==> config.mk <==
export PLATFORM = sky130hd
export DESIGN_NAME = video_layer_fetch_flat
export DESIGN_NICKNAME = d
export VERILOG_FILES = /design/src/rtl/video_layer_fetch_if.sv /design/src/rtl/video_layer_fetch.sv /design/src/flat_wrapper.sv
export SDC_FILE = /design/constraint.sdc
export NUM_CORES = 1
export LEC_CHECK = 0
export ABC_CLOCK_PERIOD_IN_PS = 4400
export CAP_MARGIN = 20
export CORE_ASPECT_RATIO = 1.75
export CORE_MARGIN = 2
export CORE_UTILIZATION = 51
export CTS_CLUSTER_SIZE = 30
export DETAILED_ROUTE_END_ITERATION = 6
export PLACE_DENSITY = 0.85
export RECOVER_POWER = 100
export SYNTH_ARGS = -nofsm -noshare
export SYNTH_HDL_FRONTEND = slang
export SYNTH_SLANG_ARGS = --single-unit
==> constraint.sdc <==
create_clock -name clk_i -period 4.4 [get_ports clk_i]
set_clock_uncertainty 0.15 [all_clocks]
set_input_delay 1.1 -clock clk_i [delete_from_list [all_inputs] [get_ports clk_i]]
set_output_delay 1.1 -clock clk_i [all_outputs]
set_load 0.02 [all_outputs]
==> src/rtl/video_layer_fetch_if.sv <==
// VRAM read port shared by the layer fetcher (master) and the VRAM arbiter (slave).
interface video_layer_fetch_if;
    logic [14:0] vram_addr;
    logic        vram_strobe;
    logic        vram_ack;
    logic [31:0] vram_data;

    modport master (output vram_addr, vram_strobe, input vram_ack, vram_data);
    modport slave  (input vram_addr, vram_strobe, output vram_ack, vram_data);
endinterface

==> src/rtl/video_layer_fetch.sv <==
// Per-layer scanline prefetcher: VRAM words -> byte-wide double-banked line buffer.
// Optional build macro VIDEO_FETCH_LINE_DOUBLE_EN repeats each source line on two scanlines.
module video_layer_fetch #(
    parameter int LINE_PIXELS  = 640,
    parameter int ACTIVE_LINES = 480,
    parameter int STRIDE_WORDS = 160
) (
    input  logic                       clk_i,
    input  logic                       rst_ni,
    input  logic                       next_frame_i,
    input  logic                       next_line_i,
    input  logic                       layer_enable_i,
    input  logic [14:0]                fb_base_i,
    video_layer_fetch_if.master        vram,
    output logic [10:0]                buff_addr_o,
    output logic [7:0]                 buff_data_o,
    output logic                       buff_we_o,
    output logic                       display_bank_o,
    output logic                       busy_o,
    output logic                       overrun_o
);
    localparam logic [7:0]  LAST_WORD  = 8'(LINE_PIXELS / 4 - 1);
    localparam logic [10:0] LINE_LIMIT = 11'(ACTIVE_LINES);
    localparam logic [14:0] STRIDE     = 15'(STRIDE_WORDS);

    typedef enum logic [1:0] {IDLE, REQ, UNPACK, DRAIN} state_t;

    state_t      state, state_nx;
    logic [14:0] line_addr, line_addr_new, req_addr, addr_step;
    logic [9:0]  line_cnt, line_cnt_inc;
    logic [7:0]  word_cnt;
    logic [1:0]  byte_sel;
    logic [31:0] data_p1;
    logic        wr_bank;
    logic        pend, pend_nx;
    logic        boundary, want_fetch, writing;
    logic        start, advance, take;

    function automatic logic [7:0] select_byte(input logic [31:0] word, input logic [1:0] sel);
        case (sel)
            2'd0:    return word[7:0];
            2'd1:    return word[15:8];
            2'd2:    return word[23:16];
            default: return word[31:24];
        endcase
    endfunction

    assign boundary     = next_frame_i | next_line_i;
    assign line_cnt_inc = line_cnt + 10'd1;

`ifdef VIDEO_FETCH_LINE_DOUBLE_EN
    // Source address moves on only after the second scanline of each pair.
    assign addr_step = line_cnt[0] ? STRIDE : 15'd0;
`else
    assign addr_step = STRIDE;
`endif

    assign line_addr_new = next_frame_i ? fb_base_i :
                           next_line_i  ? line_addr + addr_step : line_addr;
    assign want_fetch    = layer_enable_i &
                           (next_frame_i | ({1'b0, line_cnt_inc} < LINE_LIMIT));

    // A boundary during unpack kills the write in the same cycle.
    assign writing        = (state == UNPACK) && !boundary;
    assign buff_we_o      = writing;
    assign buff_addr_o    = writing ? {wr_bank, word_cnt, byte_sel} : 11'd0;
    assign buff_data_o    = writing ? select_byte(data_p1, byte_sel) : 8'd0;
    assign vram.vram_addr   = req_addr;
    assign vram.vram_strobe = (state == REQ) || (state == DRAIN);
    assign busy_o           = (state != IDLE);

    always_comb begin
        state_nx = state;
        pend_nx  = pend;
        start    = 1'b0;
        advance  = 1'b0;
        take     = 1'b0;
        case (state)
            IDLE: begin
                if (boundary && want_fetch) begin
                    start    = 1'b1;
                    state_nx = REQ;
                end
            end
            REQ: begin
                if (boundary) begin
                    if (vram.vram_ack) begin
                        start    = want_fetch;
                        state_nx = want_fetch ? REQ : IDLE;
                    end else begin
                        pend_nx  = want_fetch;
                        state_nx = DRAIN;
                    end
                end else if (vram.vram_ack) begin
                    take     = 1'b1;
                    state_nx = UNPACK;
                end
            end
            UNPACK: begin
                if (boundary) begin
                    start    = want_fetch;
                    state_nx = want_fetch ? REQ : IDLE;
                end else if (byte_sel == 2'd3) begin
                    if (word_cnt == LAST_WORD || !layer_enable_i) begin
                        state_nx = IDLE;
                    end else begin
                        advance  = 1'b1;
                        state_nx = REQ;
                    end
                end
            end
            DRAIN: begin
                // The orphaned request must be acked before the new line is requested.
                if (boundary)
                    pend_nx = want_fetch;
                if (vram.vram_ack) begin
                    if (boundary ? want_fetch : pend) begin
                        start    = 1'b1;
                        state_nx = REQ;
                    end else begin
                        state_nx = IDLE;
                    end
                end
            end
            default: state_nx = IDLE;
        endcase
    end

    always_ff @(posedge clk_i or negedge rst_ni) begin
        if (!rst_ni) begin
            state          <= IDLE;
            pend           <= 1'b0;
            line_addr      <= 15'd0;
            line_cnt       <= 10'd0;
            word_cnt       <= 8'd0;
            byte_sel       <= 2'd0;
            req_addr       <= 15'd0;
            wr_bank        <= 1'b1;
            display_bank_o <= 1'b0;
            overrun_o      <= 1'b0;
        end else begin
            state     <= state_nx;
            pend      <= pend_nx;
            overrun_o <= boundary & busy_o;
            if (next_frame_i) begin
                line_addr <= fb_base_i;
                line_cnt  <= 10'd0;
            end else if (next_line_i) begin
                line_addr      <= line_addr_new;
                line_cnt       <= line_cnt_inc;
                display_bank_o <= wr_bank;
                wr_bank        <= ~wr_bank;
            end
            if (start) begin
                word_cnt <= 8'd0;
                req_addr <= line_addr_new;
            end else if (advance) begin
                word_cnt <= word_cnt + 8'd1;
                req_addr <= req_addr + 15'd1;
            end
            if (take)
                byte_sel <= 2'd0;
            else if (writing)
                byte_sel <= byte_sel + 2'd1;
        end
    end

    // Fetched word holds pure data; it is only consumed while unpacking.
    always_ff @(posedge clk_i) begin
        if (take)
            data_p1 <= vram.vram_data;
    end
endmodule

==> src/flat_wrapper.sv <==
// flat-port wrapper written by rule: the top's interface ports become plain ports
module video_layer_fetch_flat 
#(
    parameter int LINE_PIXELS  = 640,
    parameter int ACTIVE_LINES = 480,
    parameter int STRIDE_WORDS = 160
)
  (clk_i, rst_ni, next_frame_i, next_line_i, layer_enable_i, fb_base_i, buff_addr_o, buff_data_o, buff_we_o, display_bank_o, busy_o, overrun_o, vram_vram_addr, vram_vram_strobe, vram_vram_ack, vram_vram_data);
  video_layer_fetch_if vram_i ();
  input  logic clk_i;
  input  logic rst_ni;
  input  logic next_frame_i;
  input  logic next_line_i;
  input  logic layer_enable_i;
  input  logic [14:0] fb_base_i;
  output logic [10:0] buff_addr_o;
  output logic [7:0] buff_data_o;
  output logic buff_we_o;
  output logic display_bank_o;
  output logic busy_o;
  output logic overrun_o;
  output wire logic [$bits(vram_i.vram_addr)-1:0] vram_vram_addr;
  output wire logic [$bits(vram_i.vram_strobe)-1:0] vram_vram_strobe;
  input wire logic [$bits(vram_i.vram_ack)-1:0] vram_vram_ack;
  input wire logic [$bits(vram_i.vram_data)-1:0] vram_vram_data;
  assign vram_vram_addr = vram_i.vram_addr;
  assign vram_vram_strobe = vram_i.vram_strobe;
  assign vram_i.vram_ack = vram_vram_ack;
  assign vram_i.vram_data = vram_vram_data;
  video_layer_fetch #(.LINE_PIXELS(LINE_PIXELS), .ACTIVE_LINES(ACTIVE_LINES), .STRIDE_WORDS(STRIDE_WORDS)) u_core (.clk_i(clk_i), .rst_ni(rst_ni), .next_frame_i(next_frame_i), .next_line_i(next_line_i), .layer_enable_i(layer_enable_i), .fb_base_i(fb_base_i), .vram(vram_i), .buff_addr_o(buff_addr_o), .buff_data_o(buff_data_o), .buff_we_o(buff_we_o), .display_bank_o(display_bank_o), .busy_o(busy_o), .overrun_o(overrun_o));
endmodule
==> impl_results.md <==
* Top cells by area, synth: dfrtp_1 31%, edfxtp_1 22%, xnor2_1 4.3%, nor2_1 4.3%, xor2_1 4.1%
* Crit share post-route at 0.972
* Drt first-iter violations at between 100 and 150
* Mapped Area at around 4500 um2
* Cts hold-fix bufs at 0
* Post-synth top area cell: dfrtp_1
* Max-cap violations at 2
* Dpl cells at 594
* Largest net degree at the start of global routing at between 40 and 50
* TritonCTS clock tree: built
* Per-cell routed wire length at roughly 16 um
* CTS Root Buffer Type: clkbuf_16
* Net Count, Synth at between 400 and 500
* WS Path Type: in -> out
* Layout Cells excl Fill at 610
* DRT Pass-1 Iters at 4
* Fillcell total at 691
* Syn Area/Cell at around 11 um2
* Final Hold Vio Count at 0
* Outcome: finished, violations left
* Register-to-register setup slack at 1.58 ns
* Synthesis Warnings at 0
* Post-DP Area at 5500 um2
* Worst setup EP type: output port
* Core Region at about 8600 um2
* Total wire length at 9.99 mm
* Antenna viol nets, final at 0
* Startpoint Class: input port
* Clock Sinks at 88
* Setup TNS at 0 ns
* Layout cells sized above 1 at 0.0811
* Dpl ws at about 0.24 ns
* Top-level I/O count at 92
* Die footprint at ~9500 um2
* CP required at roughly 3.2 ns
* Final min period at about 4.3 ns
* I/O Buffers at 91
* Vias in the first global route at 3528
* Final setup violation count at 0
* Post-CTS sizing at 0
* CTS Buf Count at 9
* Smallest hold slack at 0.334 ns
* GRT Resource Usage Total at 0.225
* Bufs on Longest Clock Path at 2
* Clock Latency Late Sink at ~0.34 ns
* Total Nets Final at ~550
* Number of flops mapped to enable cells by yosys at 32
* Main synth FF type: dfrtp_1
* Post-synth cell types at just over 50
* Yosys reg bits at 88
* Min-delay worst type: reg -> reg
* Pwr dens at approximately 510 nW/um2
* Max Slew Vio Count at 75
* H-tree levels at 3
* Setup bufs post-CTS at 0
* DRC at 0
* Cell count after synthesis at a little under 400
* Failing checks: capacitance limit, slew limit
* Row cnt at 45
* N_diodes at 0
* DR vias/cell at about 5.5
* Maximum vdd drop at between 400 and 500 uV
* RSZ-0062 raised after global routing: no
* Leak Pwr at 2.37 nW
* DP Wirelength at 7.32 mm
* Fmax at approximately 230 MHz
* Initial Util at 0.520
* FFs w/ async S/R, synth at 0.636
* Total grt overflow at 0
* Clock Pin Slew Worst Setup and Hold Paths at 0.06 ns
* Crit path max fanout at 11
* Setup ws final at ~0.13 ns
* Final Power at about 3 mW
* First-pass GRT wire length at 16.4 mm
* Final non-filler cell area at between 5000 and 6000 um2
* Die width at 74.6 um
* RD Place Congestion at roughly 0.89
* Vias after detailed routing at 3341
* Top-area cell type share of the netlist area at 0.309
* Slew HR at -0.185
* Die Ht at between 100 and 150 um
* Area grow syn2layout at 30.0%
* Final Util at 0.676
* Initial antenna violation count at 0
* Worst Tran Pin Value at ~1.8 ns
* Crit path DAT at roughly 3.0 ns
* Register area share after synthesis at 0.531
report_power, final:
group / internal (mW) / switching [mW] / total (mW)
Combinational: 0.451 / 0.522 / 0.973
Sequential: 1.00 / 0.130 / 1.13
Clock: 0.559 / 0.305 / 0.864
Total: 2.01 / 0.958 / 2.97
worst max-delay path: stages:
cell	delay (ns)
clkdlybuf4s50_1	0.42
nor2_1	0.30
nand2_1	0.14
inv_1	0.23
and2_1	0.17
dlygate4sd3_1	0.67
cell type report:
type | instances | area (um2) | share of cell area
clock buffer | 10 | 229 | 0.0396
multi-input combinational | 280 | 1950 | 0.336
timing repair buffer | 100 | 956 | 0.165
tap | 117 | 146 | 0.0253
inverter | 9 | 33.8 | 0.00584
sequential | 88 | 2360 | 0.408
clock inverter | 6 | 115 | 0.0199
path summary, 6_finish.rpt:
path                                startpoint                  endpoint  cells past startpoint
hold / removal             u_core.line_addr[0]       u_core.line_addr[0]                      1
setup reg to reg            u_core.line_cnt[0]  u_core.vram.vram_addr[0]                      8
hold reg to reg            u_core.line_addr[0]       u_core.line_addr[0]                      1
setup / recovery                   next_line_i            buff_addr_o[8]                      6
max in group asynchronous               rst_ni       u_core.line_addr[0]                      2
min in group asynchronous               rst_ni        u_core.byte_sel[0]                      1
state kept, by name, indices dropped and copies added (netlist names):
name                   flops
u_core.state               2
u_core.byte_sel            2
u_core.display_bank_o      1
u_core.line_addr          15
u_core.line_cnt           10
u_core.overrun_o           1
u_core.wr_bank             1
u_core.word_cnt            8
u_core.vram.vram_addr     15
u_core.pend                1
u_core.data_p1            32
metal layers:
layer | vias to the layer above | wire length, um | GRT usage
li1 | 1590 | - | -
met1 | 1639 | 3610 | 0.228
met2 | 93 | 5610 | 0.422
met3 | 19 | 505 | 0.0457
met4 | 0 | 266 | 0.101
met5 | - | 0 | 0
synthesized netlist by cell type (10+ instances only):
master    instances
a21oi_1          12
clkbuf_1         15
dfrtp_1          55
edfxtp_1         32
ha_1             12
mux2_2           12
mux2_4           10
nand2_1          33
nand3_1          12
nand4_1          12
nor2_1           51
o21ai_0          15
xnor2_1          22
xor2_1           21
kinds of logic (layout without fill, tap and decap cells):
group                    count (synthesis)  in the layout  share of synthesized area
flip-flops                              88             88                      0.531
buffers and inverters                   28            125                     0.0270
multiplexers                            25             25                     0.0708
AO/OA/AOI/OAI                           56             56                     0.0950
AND/OR/NAND/NOR                        144            144                      0.158
adder cells (fa/ha/maj)                 12             12                     0.0337
XOR/XNOR                                43             43                     0.0846
cells in the final DEF, fill, tap and decap left out, types with 2 or more instances in the layout:
| cell type | Yosys | layout |
|---|---|---|
| nand3_1 | 12 | 12 |
| xor2_1 | 21 | 21 |
| dfrtp_1 | 55 | 55 |
| a21oi_1 | 12 | 12 |
| and2_0 | 1 | 2 |
| clkbuf_1 | 15 | 5 |
| nor3_1 | 3 | 2 |
| a222oi_1 | 8 | 8 |
| xnor2_1 | 22 | 22 |
| and4_1 | 3 | 3 |
| a311o_1 | 2 | 2 |
| mux2_2 | 12 | 8 |
| mux2_1 | 0 | 13 |
| buf_4 | 1 | 4 |
| edfxtp_1 | 32 | 32 |
| o31ai_1 | 2 | 2 |
| ha_1 | 12 | 12 |
| inv_6 | 0 | 2 |
| o211ai_1 | 2 | 2 |
| and3_1 | 9 | 9 |
| nand4_1 | 12 | 12 |
| clkbuf_16 | 0 | 9 |
| and2_1 | 9 | 8 |
| o21ai_0 | 15 | 15 |
| dlygate4sd3_1 | 0 | 64 |
| inv_1 | 9 | 9 |
| nand2_1 | 33 | 33 |
| bufinv_16 | 0 | 3 |
| clkdlybuf4s50_1 | 0 | 26 |
| a21o_1 | 4 | 4 |
| mux2i_1 | 3 | 3 |
| nor2_1 | 51 | 51 |
| nor2b_1 | 2 | 2 |
Note: power is estimated with default switching activity, not from simulation.
